### src/rtl/adder_pkg.sv
// Shared types and reference helpers for the bit-serial approximate adder.
package adder_pkg;

  typedef enum logic [1:0] {
    StIdle,
    StRun,
    StDone
  } state_e;

  localparam int unsigned MaxWidth = 64;

  // Golden LOA result {cout, sum}: OR on the low k bits, exact above them.
  // The carry into bit k is a[k-1]&b[k-1].
  function automatic logic [MaxWidth:0] loa_ref(input logic [MaxWidth-1:0] a,
                                                input logic [MaxWidth-1:0] b,
                                                input logic                cin,
                                                input int                  k,
                                                input int                  width);
    logic [MaxWidth:0] res;
    logic              c;
    int                kk;
    res = '0;
    kk  = (k > width) ? width : k;
    c   = cin;
    for (int i = 0; i < MaxWidth; i++) begin
      if (i < width) begin
        if (i < kk) begin
          res[i] = a[i] | b[i];
          c      = (i == kk - 1) ? (a[i] & b[i]) : 1'b0;
        end else begin
          res[i] = a[i] ^ b[i] ^ c;
          c      = (a[i] & b[i]) | (c & (a[i] ^ b[i]));
        end
      end
    end
    res[width] = c;
    return res;
  endfunction

endpackage

### src/rtl/serial_adder_ctrl_if.sv
// Operand/result handshake bundle for serial_adder_ctrl.
interface serial_adder_ctrl_if #(
  parameter int unsigned WIDTH = 8,
  parameter int unsigned KW    = $clog2(WIDTH + 1)
);
  logic             in_valid;
  logic             in_ready;
  logic [WIDTH-1:0] a;
  logic [WIDTH-1:0] b;
  logic             cin;
  logic [KW-1:0]    approx_k;
  logic             out_valid;
  logic             out_ready;
  logic [WIDTH-1:0] sum;
  logic             cout;

  modport master (
    output in_valid, a, b, cin, approx_k, out_ready,
    input  in_ready, out_valid, sum, cout
  );

  modport slave (
    input  in_valid, a, b, cin, approx_k, out_ready,
    output in_ready, out_valid, sum, cout
  );
endinterface

### src/rtl/Full_Adder.sv
// One-bit full-adder cell shared across all bit positions of the serial adder.
module Full_Adder (
  input  logic a_i,
  input  logic b_i,
  input  logic cin_i,
  output logic sum_o,
  output logic cout_o
);
  assign sum_o  = a_i ^ b_i ^ cin_i;
  assign cout_o = (a_i & b_i) | (cin_i & (a_i ^ b_i));
endmodule

### src/rtl/serial_adder_ctrl.sv
// Bit-serial adder controller: one full-adder cell reused over WIDTH cycles,
// with a lower-part OR approximation over the first approx_k bits.
module serial_adder_ctrl
  import adder_pkg::*;
#(
  parameter int unsigned WIDTH = 8,
  parameter int unsigned KW    = $clog2(WIDTH + 1)
) (
  input logic               clk,
  input logic               rst_n,
  serial_adder_ctrl_if.slave bus
);

  state_e           state_q, state_d;
  logic [WIDTH-1:0] a_q, a_d, b_q, b_d, sum_q, sum_d;
  logic [KW-1:0]    k_q, k_d, idx_q, idx_d;
  logic             carry_q, carry_d, cout_q, cout_d;

  logic fa_sum, fa_cout;
  logic approx, bit_res, carry_res;

  Full_Adder u_fa (
    .a_i   (a_q[0]),
    .b_i   (b_q[0]),
    .cin_i (carry_q),
    .sum_o (fa_sum),
    .cout_o(fa_cout)
  );

  // Per-bit datapath: OR below k, exact cell at and above k.
  always_comb begin
    approx  = (idx_q < k_q);
    bit_res = approx ? (a_q[0] | b_q[0]) : fa_sum;
    if (approx) begin
      carry_res = (idx_q == k_q - KW'(1)) ? (a_q[0] & b_q[0]) : 1'b0;
    end else begin
      carry_res = fa_cout;
    end
  end

  always_comb begin
    state_d = state_q;
    a_d     = a_q;
    b_d     = b_q;
    sum_d   = sum_q;
    k_d     = k_q;
    idx_d   = idx_q;
    carry_d = carry_q;
    cout_d  = cout_q;
    unique case (state_q)
      StIdle: begin
        if (bus.in_valid) begin
          a_d     = bus.a;
          b_d     = bus.b;
          carry_d = bus.cin;
          k_d     = (bus.approx_k > KW'(WIDTH)) ? KW'(WIDTH) : bus.approx_k;
          idx_d   = '0;
          state_d = StRun;
        end
      end
      StRun: begin
        a_d     = a_q >> 1;
        b_d     = b_q >> 1;
        sum_d   = {bit_res, sum_q[WIDTH-1:1]};
        carry_d = carry_res;
        idx_d   = idx_q + KW'(1);
        if (idx_q == KW'(WIDTH - 1)) begin
          cout_d  = carry_res;
          state_d = StDone;
        end
      end
      StDone: begin
        if (bus.out_ready) state_d = StIdle;
      end
      default: state_d = StIdle;
    endcase
  end

  always_ff @(posedge clk or negedge rst_n) begin
    if (!rst_n) begin
      state_q <= StIdle;
      a_q     <= '0;
      b_q     <= '0;
      sum_q   <= '0;
      k_q     <= '0;
      idx_q   <= '0;
      carry_q <= 1'b0;
      cout_q  <= 1'b0;
    end else begin
      state_q <= state_d;
      a_q     <= a_d;
      b_q     <= b_d;
      sum_q   <= sum_d;
      k_q     <= k_d;
      idx_q   <= idx_d;
      carry_q <= carry_d;
      cout_q  <= cout_d;
    end
  end

  assign bus.in_ready  = (state_q == StIdle);
  assign bus.out_valid = (state_q == StDone);
  assign bus.sum       = sum_q;
  assign bus.cout      = cout_q;

endmodule

### src/flat_wrapper.sv
// flat-port wrapper written by rule: the top's interface ports become plain ports
module serial_adder_ctrl_flat import adder_pkg::*;
#(
  parameter int unsigned WIDTH = 8,
  parameter int unsigned KW    = $clog2(WIDTH + 1)
)
  (clk, rst_n, bus_in_valid, bus_a, bus_b, bus_cin, bus_approx_k, bus_out_ready, bus_in_ready, bus_out_valid, bus_sum, bus_cout);
  serial_adder_ctrl_if #(.WIDTH(WIDTH), .KW(KW)) bus_i ();
  input logic clk;
  input logic rst_n;
  input wire logic [$bits(bus_i.in_valid)-1:0] bus_in_valid;
  input wire logic [$bits(bus_i.a)-1:0] bus_a;
  input wire logic [$bits(bus_i.b)-1:0] bus_b;
  input wire logic [$bits(bus_i.cin)-1:0] bus_cin;
  input wire logic [$bits(bus_i.approx_k)-1:0] bus_approx_k;
  input wire logic [$bits(bus_i.out_ready)-1:0] bus_out_ready;
  output wire logic [$bits(bus_i.in_ready)-1:0] bus_in_ready;
  output wire logic [$bits(bus_i.out_valid)-1:0] bus_out_valid;
  output wire logic [$bits(bus_i.sum)-1:0] bus_sum;
  output wire logic [$bits(bus_i.cout)-1:0] bus_cout;
  assign bus_i.in_valid = bus_in_valid;
  assign bus_i.a = bus_a;
  assign bus_i.b = bus_b;
  assign bus_i.cin = bus_cin;
  assign bus_i.approx_k = bus_approx_k;
  assign bus_i.out_ready = bus_out_ready;
  assign bus_in_ready = bus_i.in_ready;
  assign bus_out_valid = bus_i.out_valid;
  assign bus_sum = bus_i.sum;
  assign bus_cout = bus_i.cout;
  serial_adder_ctrl #(.WIDTH(WIDTH), .KW(KW)) u_core (.clk(clk), .rst_n(rst_n), .bus(bus_i));
endmodule
### config.mk
export PLATFORM = sky130hd
export DESIGN_NAME = serial_adder_ctrl_flat
export DESIGN_NICKNAME = d
export VERILOG_FILES = /design/src/rtl/adder_pkg.sv /design/src/rtl/serial_adder_ctrl_if.sv /design/src/rtl/Full_Adder.sv /design/src/rtl/serial_adder_ctrl.sv /design/src/flat_wrapper.sv
export SDC_FILE = /design/constraint.sdc
export NUM_CORES = 1
export LEC_CHECK = 0
export CORE_ASPECT_RATIO = 0.5
export CORE_MARGIN = 8
export CORE_UTILIZATION = 30
export DETAILED_ROUTE_END_ITERATION = 10
export PLACE_DENSITY = 0.53
export SYNTH_ARGS = -nofsm -noshare
export SYNTH_HDL_FRONTEND = slang
export SYNTH_SLANG_ARGS = --single-unit
### constraint.sdc
create_clock -name clk -period 2.8 [get_ports clk]
set_clock_uncertainty 0.05 [all_clocks]
set_input_delay 0.56 -clock clk [delete_from_list [all_inputs] [get_ports clk]]
set_output_delay 0.56 -clock clk [all_outputs]
set_load 0.01 [all_outputs]
# [Word level (Yosys, flattened, before mapping)]
# Cells that the tools add are included.
# Widths: inputs -> output; s select.
[word_totals] output_inout_bits=11 elab_cells=47 inputBits=25 ff_bits=36
[op_classes] mux=16 n_addsub=2 reduce_logical=6 order_cmp=2 bitwise=6 n_eq_ne=7
[ops] op="$pmux 8 s2" n=2
[ops] op="$mux 8" n=2
[ops] op="$mux 4" n=2
[ops] op="$pmux 4 s2" n=1
[ops] op="$mux 2" n=3
[ops] op="$pmux 2 s3" n=1
[ops] op="$reduce_and 2->1" n=3
[ops] op="$add 4x1->4 const B" n=1
[ops] op="$eq 4x3->1 const B" n=1
[ops] op="$eq 4x4->1" n=1
[ops] op="$gt 4x4->1 const B" n=1
[ops] op="$lt 4x4->1" n=1
[ops] op="$mux 1" n=4
[ops] op="$ne 2x2->1 const B" n=2
[ops] op="$sub 4x1->4 const B" n=1
[ops] op="$reduce_and 3->1" n=1
[ops] op="$and 1x1->1" n=2
[ops] op="$eq 2x1->1 const B" n=1
[ops] op="$eq 2x2->1 const B" n=1
[ops] op="$logic_not 2->1" n=1
[ops] op="$ne 2x1->1 const B" n=1
[ops] op="$or 1x1->1" n=2
[ops] op="$pmux 1 s2" n=1
[ops] op="$reduce_bool 2->1" n=1
[ops] op="$xor 1x1->1" n=2

# [Longest topological paths before layout]
# Gate-level depths: netlist of the first run.
[depth] depth_word=5 ltp_mapped=7 ltp_nobuf=7

# [By module]
# A second synthesis of the first run with hierarchy kept.
[hier_totals] cells_unflattened=202 hier_area_um2=1814.2
[by_module_without_submodules] mod="serial_adder_ctrl" instances=1 seq_area_each_um2=900.9 area_per_inst_um2=1794.2 cells_each=201
[by_module_without_submodules] mod="Full_Adder" instances=1 seq_area_each_um2=0.0 area_per_inst_um2=20.0 cells_each=1

# [Worst setup path before layout of the first run]
# Ideal clock, no wire load.
[synth_path] path_type="register to register" from="reg u_core.idx_q[3]" to="reg u_core.sum_q[7], in the netlist u_core.bus.sum[7]" path_buffers=0 arrival_time_ns=1.397 setup_ns=0.082 required_time_ns=2.668 period_less_slack_ns=1.529 path_stages_with_launch=6 slack_ns=1.271 path_cell_list="dfrtp_1 > ha_1 > a21oi_1 > o21ai_0 > or2_2 > a31oi_1"
[synth_between] elab_chain_len=2
[synth_rtl] item="start: declaration" line_no="serial_adder_ctrl.sv:16" rtl="logic [KW-1:0] k_q, k_d, idx_q, idx_d;"
[synth_rtl] item="start signal: assignment" line_no="serial_adder_ctrl.sv:95" rtl="idx_q <= idx_d;"
[synth_rtl] item="$lt 4x4->1" line_no="serial_adder_ctrl.sv:32" rtl="approx = (idx_q < k_q);"
[synth_rtl] item="$mux 1" line_no="serial_adder_ctrl.sv:33" rtl="bit_res = approx ? (a_q[0] | b_q[0]) : fa_sum;"
[synth_rtl] item="end signal: assignment" line_no="serial_adder_ctrl.sv:93" rtl="sum_q <= sum_d;"
[synth_rtl] item="end: declaration" line_no="serial_adder_ctrl.sv:15" rtl="logic [WIDTH-1:0] a_q, a_d, b_q, b_d, sum_q, sum_d;"
# Every way passes these cells.
# A chain may end at the register's enable or synchronous reset.

# [Final worst setup path of the first run]
[layout_path] from="reg u_core.state_q[1]" to="out bus_in_ready"
[layout_between] elab_chain_len=1
[layout_rtl] item="start: declaration" line_no="serial_adder_ctrl.sv:14" rtl="state_e state_q, state_d;"
[layout_rtl] item="start signal: assignment" line_no="serial_adder_ctrl.sv:81" rtl="state_q <= StIdle;"
[layout_rtl] item="start signal: assignment" line_no="serial_adder_ctrl.sv:90" rtl="state_q <= state_d;"
[layout_rtl] item="$logic_not 2->1" line_no="serial_adder_ctrl.sv:101" rtl="assign bus.in_ready = (state_q == StIdle);"
[layout_rtl] item="end: declaration" line_no="flat_wrapper.sv:17" rtl="output wire logic [$bits(bus_i.in_ready)-1:0] bus_in_ready;"
# Every way passes these cells.

==> results.cfg, run 1 <==
[pwr]
seq_power_share_pct = 36.2
p_per_area_nw_per_um2 = 1112
p_total_mw = 2.572
clkPwrFrac_pct = 21.6
p_comb_share_pct = 42.2
internal_power_mw = 1.624
netSwitchingPower_uw = 948.1
leakage_nw = 1.062
peakVddDrop_uv = 350.8
sw_frac_of_total_pct = 36.87

[yosys]
synth_area_leaders = dfrtp_1, nand2_1, ha_1
synth.cells.most_frequent = nand2_1, dfrtp_1, nor2_1
yosysTopAreaCell = dfrtp_1
yosys_register_bits = 36
netlist.area_leader.share_pct = 51.28
synth_area_um2 = 1757
synth_edf_count = 0
synth_cells = 200
synth_area_per_cell_um2 = 8.783
yosysWarningCount = 0
synth_async_sr_flop_share_pct = 100.0
yosysMostFrequentCell = nand2_1
synth_ff_type = dfrtp_1
synthesis.nets = 234
synth-seq-area-share_pct = 51.28
synth_cell_types = 25

[global_route]
busiest_layer = met2
grtUsageTotal_pct = 9.837
first_global_vias = 1461
antenna_found_initial = 0
grt_use_met3_pct = 3.539
grt_max_degree = 37
grt_use_met1_pct = 12.42
grt_pass1_wl_mm = 6.962
grt-ovfl-total = 0
use_met2_pct = 14.21

[worst_setup_path]
crit_start = u_core.state_q[1]
crit_family = buffers and inverters
r2r-end = u_core.carry_q
crit_chain = nor2_1, clkdlybuf4s50_1
critPathSlowestCell = clkdlybuf4s50_1
reg2regPathDepth = 5
worstPathMaxFanout = 4
slowest_delay_ns = 0.58
cp.required_ns = 2.19
path_buf_inv = 1
path_class = register to primary output
cp.arrival_ns = 1.46
critPathLaunchType = register
rr_startpoint = u_core.idx_q[2]
cp-end-kind = primary output
reg2reg_slack_ns = 1.02

[route]
drc_errors = 0
drt-initial-drc-count = 101
vias_per_cell = 4.612
ant_nets = 0
vias = 1425
wirelength_mm = 4.048
wl_per_cell_um = 13.10
first_pass_iters = 4

[floorplan]
dieArea_um2 = 8709
die_w_um = 124.2
rows = 19
ios = 36
start_util_pct = 31.58
core-area_um2 = 5563
die_y_um = 70.11

[sta]
tns_ns = 0
holdWs_ns = 0.3212
max-slew-margin-rel_pct = 45.45
setup_violations = 0
min_period_over_period_pct = 73.91
period_minus_slack_ns = 2.069
rsz0062_at_grt = no
maxClockFrequency_mhz = 483.2
finalWorstSetupSlack_ns = 0.7306
slew_violations = 0
tightestPinTransition_ns = 0.8183
hold_viol_final = 0

[clock_network]
clock-sinks = 36
ctsHtreeMaxLevel = 2
cts_inserted_buffers = 5
hold_buffers = 0
cts_root_buffer = clkbuf_16
cts_tree = built
cts.clk_slew.worst_paths_ns = 0.05
clock_path_buffers = 2
cts_setup_buffers = 0
clkLatencyLatePin_ns = 0.28
ctsResizeCount = 0

[finish]
drive_gt1_share_pct = 4.661
fin_cells = 309
nFillCells = 588
finalNetCount = 269
n_antenna_cell = 0
areaGrowthSynthToFinish_pct = 31.62

[placed_design]
post-dp-hpwl_mm = 2.883
gp_congestion = 0.7220
placedCellCount = 301
port-buffer-count = 35
dp_slack_ns = 0.7576

[min_path]
min_path_type = input port to async pin

[outcome]
status = complete, no violations

[job]
drv_cap = 0
-- state kept, by name, indices dropped and copies added (netlist names) --
register	count
u_core.b_q	8
u_core.k_q	4
u_core.a_q	8
u_core.state_q	2
u_core.carry_q	1
u_core.bus.cout	1
u_core.bus.sum	8
u_core.idx_q	4
-- worst max-delay path by stage --
stage	endpoint	slack [ns]	cells after the start
floorplan	u_core.bus.sum[7]	1.27	5
global placement	u_core.a_q[2]	0.80	5
detailed placement	u_core.b_q[5]	0.76	5
CTS	bus_in_ready	0.72	2
global route	bus_in_ready	0.69	2
finish	bus_in_ready	0.73	2
-- power by group through the flow --
stage / registers, mW / clock network, mW / logic, mW
6_report: 0.930 / 0.557 / 1.08
5_1_grt: 0.972 / 0.597 / 1.26
4_1_cts: 0.936 / 0.571 / 1.10
3_5_place_dp: 0.942 / 0 / 1.09
3_3_place_gp: 0.936 / 0 / 1.07
2_1_floorplan: 0.930 / 0 / 0.737
-- per-stage QoR --
stage	instance area, um2	utilization [%]
CTS	2312	41.57
global placement	2166	38.93
floorplan	1757	-
global route	2312	41.57
detailed placement	2166	38.93
finish	2312	41.57
-- logic make-up (layout without fill, tap and decap cells) --
| family | count (synthesis) | in the layout | synth area share, % |
|---|---|---|---|
| buf+inv | 19 | 55 | 4.771 |
| compound gates | 34 | 34 | 10.76 |
| flops | 36 | 36 | 51.28 |
| simple gates | 96 | 96 | 22.51 |
| fa+ha+maj | 9 | 9 | 6.838 |
| xor+xnor | 5 | 5 | 3.277 |
| mux | 1 | 1 | 0.5698 |
-- cells in the final DEF (no fill, tap or decap), types with 4 or more instances in the layout --
| cell | n |
|---|---|
| clkbuf_16 | 5 |
| ha_1 | 8 |
| a21oi_1 | 4 |
| nand2_1 | 62 |
| nand3_1 | 4 |
| dfrtp_1 | 36 |
| o21ai_0 | 16 |
| nor2_1 | 20 |
| clkdlybuf4s50_1 | 34 |
| a31oi_1 | 13 |
| inv_1 | 9 |
-- cell type report --
class	count	area (um2)	share of cell area (%)
sequential	36	900.9	38.96
clock buffer	8	146.4	6.331
timing repair buffer	38	367.9	15.91
inverter	9	33.78	1.461
multi-input combinational	145	772.0	33.39
tap	73	91.34	3.950
-- layer usage --
metal / vias up / wire [um]
met3: 8 / 243
li1: 721 / -
met2: 34 / 1681
met1: 662 / 2029
met4: 0 / 93
met5: - / 0
(Power assumes the default switching activity.)
==> inputs of run 2 (changes only) <==
PLACE_DENSITY = 0.55   (was 0.53)
clock period = 1.7 ns   (was 2.8 ns; I/O delays follow)
==> run 2 against run 1 <==
- sequential cell count is the same
- critical endpoint is now bus_sum[4]
- worst setup slack got worse by 0.61 ns
- largest cell class unchanged
- first-iteration DRC count is 41% lower
- register-to-register slack worse by 0.90 ns
- global-route usage down 0.80 points
- largest power group unchanged
- combinational power up 81%
- hold slack lost 0.28 ns
==> results.cfg, run 2 (synthesis gave the netlist of run 1 again) <==
[worst_setup_path]
critPathSlowestCell = clkdlybuf4s50_1
path_class = register to primary output
cp-end-kind = primary output
critPathLaunchType = register
crit_chain = clkdlybuf4s50_1
cp.arrival_ns = 1.19
rr_startpoint = u_core.k_q[0]
slowest_delay_ns = 0.55
crit_start = u_core.bus.sum[4]
worstPathMaxFanout = 3
crit_family = buffers and inverters
path_buf_inv = 1
cp.required_ns = 1.31

[global_route]
grt_use_met1_pct = 10.99
grt_use_met3_pct = 3.539
grtUsageTotal_pct = 9.041
first_global_vias = 1467
grt_max_degree = 37
antenna_found_initial = 0
use_met2_pct = 14.09
grt_pass1_wl_mm = 6.541
busiest_layer = met2
grt-ovfl-total = 0

[clock_network]
clkLatencyLatePin_ns = 0.28
ctsHtreeMaxLevel = 2
cts.clk_slew.worst_paths_ns = 0.05
clock_path_buffers = 2
hold_buffers = 0
cts_root_buffer = clkbuf_16
clock-sinks = 36
cts_inserted_buffers = 5
cts_tree = built

[min_path]
min_path_type = input port to async pin

[finish]
fin_area_um2 = 2399
layout_commonest_cell = nand2_1
final_core_util_pct = 43.12
finalNetCount = 280
mostFrequentLayoutCells = nand2_1, dfrtp_1, clkdlybuf4s50_1
drive_gt1_share_pct = 9.350
nFillCells = 575
n_antenna_cell = 0
multi_input_area_um2 = 772.0
areaGrowthSynthToFinish_pct = 36.54
fin_cells = 319
seq_area_um2 = 900.9

[pwr]
leakage_nw = 1.129
p_total_mw = 4.370
peakVddDrop_uv = 604.2
p_per_area_nw_per_um2 = 1822

[route]
drc_errors = 0
drt-initial-drc-count = 60
wirelength_mm = 3.911
wl_per_cell_um = 12.26
vias_per_cell = 4.552
ant_nets = 0
first_pass_iters = 4
vias = 1452

[floorplan]
ios = 36
core-area_um2 = 5563
rows = 19
start_util_pct = 31.58
die_w_um = 124.2
die_y_um = 70.11
dieArea_um2 = 8709

[sta]
max-slew-margin-rel_pct = 68.76
tightestPinTransition_ns = 0.4686
maxClockFrequency_mhz = 632.7
rsz0062_at_grt = no
min_period_over_period_pct = 92.97
setup_violations = 0
tns_ns = 0
hold_viol_final = 0
slew_violations = 0
holdWs_ns = 0.04362
period_minus_slack_ns = 1.580
finalWorstSetupSlack_ns = 0.1196

[placed_design]
port-buffer-count = 35
gp_congestion = 0.7368
post-dp-hpwl_mm = 2.955
dp_slack_ns = 0.02020
place_area_um2 = 2248
placedCellCount = 312

[outcome]
status = complete, no violations

[job]
drv_cap = 0
-- run 2: power breakdown --
group	switching [mW]	leakage (nW)	total, mW	internal [mW]
Sequential	0.237	0.439	1.49	1.25
Clock	0.323	0.0760	0.937	0.614
Combinational	1.01	0.613	1.95	0.937
-- run 2: routing by layer --
metal / vias to the layer above / part of all wire, %
met4: 0 / 1.3
met1: 678 / 50
met3: 4 / 5.4
li1: 743 / -
met5: - / 0
met2: 27 / 43
-- run 2: layout make-up --
| class | count | share of cell area (%) |
|---|---|---|
| flip-flops and latches | 36 | 37.56 |
| multi-input cells | 145 | 32.19 |
| inverters | 9 | 1.408 |
| clock buffers | 7 | 6.364 |
| repair buffers | 49 | 18.68 |
| well taps | 73 | 3.808 |
-- run 2: timing repair --
| item | CTS | global route |
|---|---|---|
| resized for setup | 2 | 1 |
| buffers inserted | 0 | 0 |
| endpoints found under the setup margin | 2 | 3 |
-- run 2: final timing paths --
check / to / slack (ns) / depth (start not counted)
max reg2reg: u_core.carry_q / 0.12 / 7
max in group asynchronous: u_core.bus.sum[1] / 1.22 / 2
max: bus_sum[4] / 0.12 / 1
min: u_core.k_q[1] / 0.04 / 2
min in group clk: u_core.bus.sum[0] / 0.43 / 2
min reg2reg: u_core.bus.sum[0] / 0.43 / 2
==> inputs of run 3 (changes only) <==
CORE_UTILIZATION = 45   (was 30)
PLACE_DENSITY = 0.76   (was 0.55)
==> run 3 against run 2 <==
- cell count decreased by 5.6%
- sequential share of layout area rose by 0.64 points
- total power shrank 4.6%
- core utilization up 19 points
- die area down 28%
- non-clock buffer count is the same
- via count up 0.90%
- first-iteration DRC count rose by 25%
- critical path depth stayed put
- hold slack gained 0.32 ns
- sequential power barely moved
- maximum frequency down 1.2%
- critical endpoint unchanged
- largest power group unchanged
==> results.cfg, run 3 (synthesis gave the netlist of run 1 again) <==
[outcome]
status = complete, no violations

[worst_setup_path]
r2r-end = u_core.carry_q
cp.required_ns = 1.31
reg2reg_slack_ns = 0.12
crit_start = u_core.bus.sum[4]
worstPathMaxFanout = 3
path_buf_inv = 1
crit_end = bus_sum[4]
crit_cells = 1
cp-end-kind = primary output
slowest_delay_ns = 0.55
crit_family = buffers and inverters
crit_chain = clkdlybuf4s50_1
path_class = register to primary output
reg2regPathDepth = 7
critPathLaunchType = register
rr_startpoint = u_core.k_q[1]
critPathSlowestCell = clkdlybuf4s50_1
cp.arrival_ns = 1.21

[global_route]
grt_max_degree = 41
grt-ovfl-total = 0
first_global_vias = 1459
grt_pass1_wl_mm = 6.755
grtUsageTotal_pct = 13.49
grt_use_met1_pct = 16.35
busiest_layer = met2
antenna_found_initial = 0
grt_use_met3_pct = 3.763
use_met2_pct = 22.23

[sta]
slew_violations = 0
period_minus_slack_ns = 1.599
setup_violations = 0
max-slew-margin-rel_pct = 80.27
rsz0062_at_grt = no
holdWs_ns = 0.3659
min_period_over_period_pct = 94.06
maxClockFrequency_mhz = 625.4
hold_viol_final = 0
tightestPinTransition_ns = 0.2960

[finish]
n_antenna_cell = 0
areaGrowthSynthToFinish_pct = 34.26
mostFrequentLayoutCells = nand2_1, dfrtp_1, clkdlybuf4s50_1
drive_gt1_share_pct = 8.907
fin_area_um2 = 2359
nFillCells = 331
layout_commonest_cell = nand2_1
finalNetCount = 280

[clock_network]
cts_root_buffer = clkbuf_8
clock_path_buffers = 2
cts.clk_slew.worst_paths_ns = 0.07
cts_tree = built
ctsHtreeMaxLevel = 2
clkLatencyLatePin_ns = 0.29
cts_inserted_buffers = 5
clock-sinks = 36

[pwr]
leakage_nw = 1.111
peakVddDrop_uv = 690.4
p_per_area_nw_per_um2 = 1768

[route]
drt-initial-drc-count = 75
vias_per_cell = 4.867
wl_per_cell_um = 12.82
first_pass_iters = 4
ant_nets = 0
vias = 1465
drc_errors = 0
wirelength_mm = 3.859

[floorplan]
die_y_um = 60.18
start_util_pct = 45.94
dieArea_um2 = 6280
die_w_um = 104.4
core-area_um2 = 3824
ios = 36
rows = 16

[min_path]
min_path_type = input port to async pin

[placed_design]
post-dp-hpwl_mm = 2.835
gp_congestion = 0.7753
port-buffer-count = 35
place_area_um2 = 2260

[job]
drv_cap = 0
-- run 3: metrics by stage --
step	setup slack (ns)	power, mW	cells	util (%)	setup TNS [ns]
6_report	0.1011	4.170	301	61.68	0
3_3_place_gp	0.04839	3.450	292	59.10	0
2_1_floorplan	0.1709	2.744	200	-	0
4_1_cts	0.01247	4.158	300	61.39	0
3_5_place_dp	-0.02145	3.538	292	59.10	-0.02145
5_1_grt	0.01044	4.539	301	61.68	0
-- run 3: final cells by class --
class	instances	area, um2	share of cell area [%]
inverter	9	33.78	1.432
clock buffer	8	90.09	3.820
multi-input combinational	145	775.7	32.89
sequential	36	900.9	38.20
tap	54	67.56	2.865
timing repair buffer	49	490.5	20.80
-- run 3: worst min path at each step --
stage / from / end / slack, ns / depth (start not counted)
floorplan: rst_n / u_core.a_q[0] / -0.006 / 0
global placement: u_core.bus.sum[0] / u_core.bus.sum[0] / 0.41 / 2
detailed placement: u_core.bus.sum[2] / u_core.bus.sum[1] / 0.43 / 2
CTS: rst_n / u_core.state_q[0] / 0.37 / 2
global route: rst_n / u_core.b_q[1] / 0.39 / 2
finish: rst_n / u_core.k_q[2] / 0.37 / 2
-- run 3: repair_timing --
item                                    CTS  global route
gates resized for setup                   2             3
setup buffers                             0             1
hold buffers                              0             0
pin swaps                                 0             0
endpoints found under the setup margin    2             3
-- run 3: report_power, final --
part           switching, mW  internal (mW)  total, mW
registers              0.247           1.25       1.50
clock network          0.294          0.330      0.624
logic                   1.05          0.998       2.05
total                   1.59           2.58       4.17
-- run 3: metal layers --
metal,vias up,part of all wire (%),wire (um)
met3,5,4.3,165
met1,691,47,1811
li1,742,-,-
met5,-,0,0
met2,27,47,1827
met4,0,1.4,55
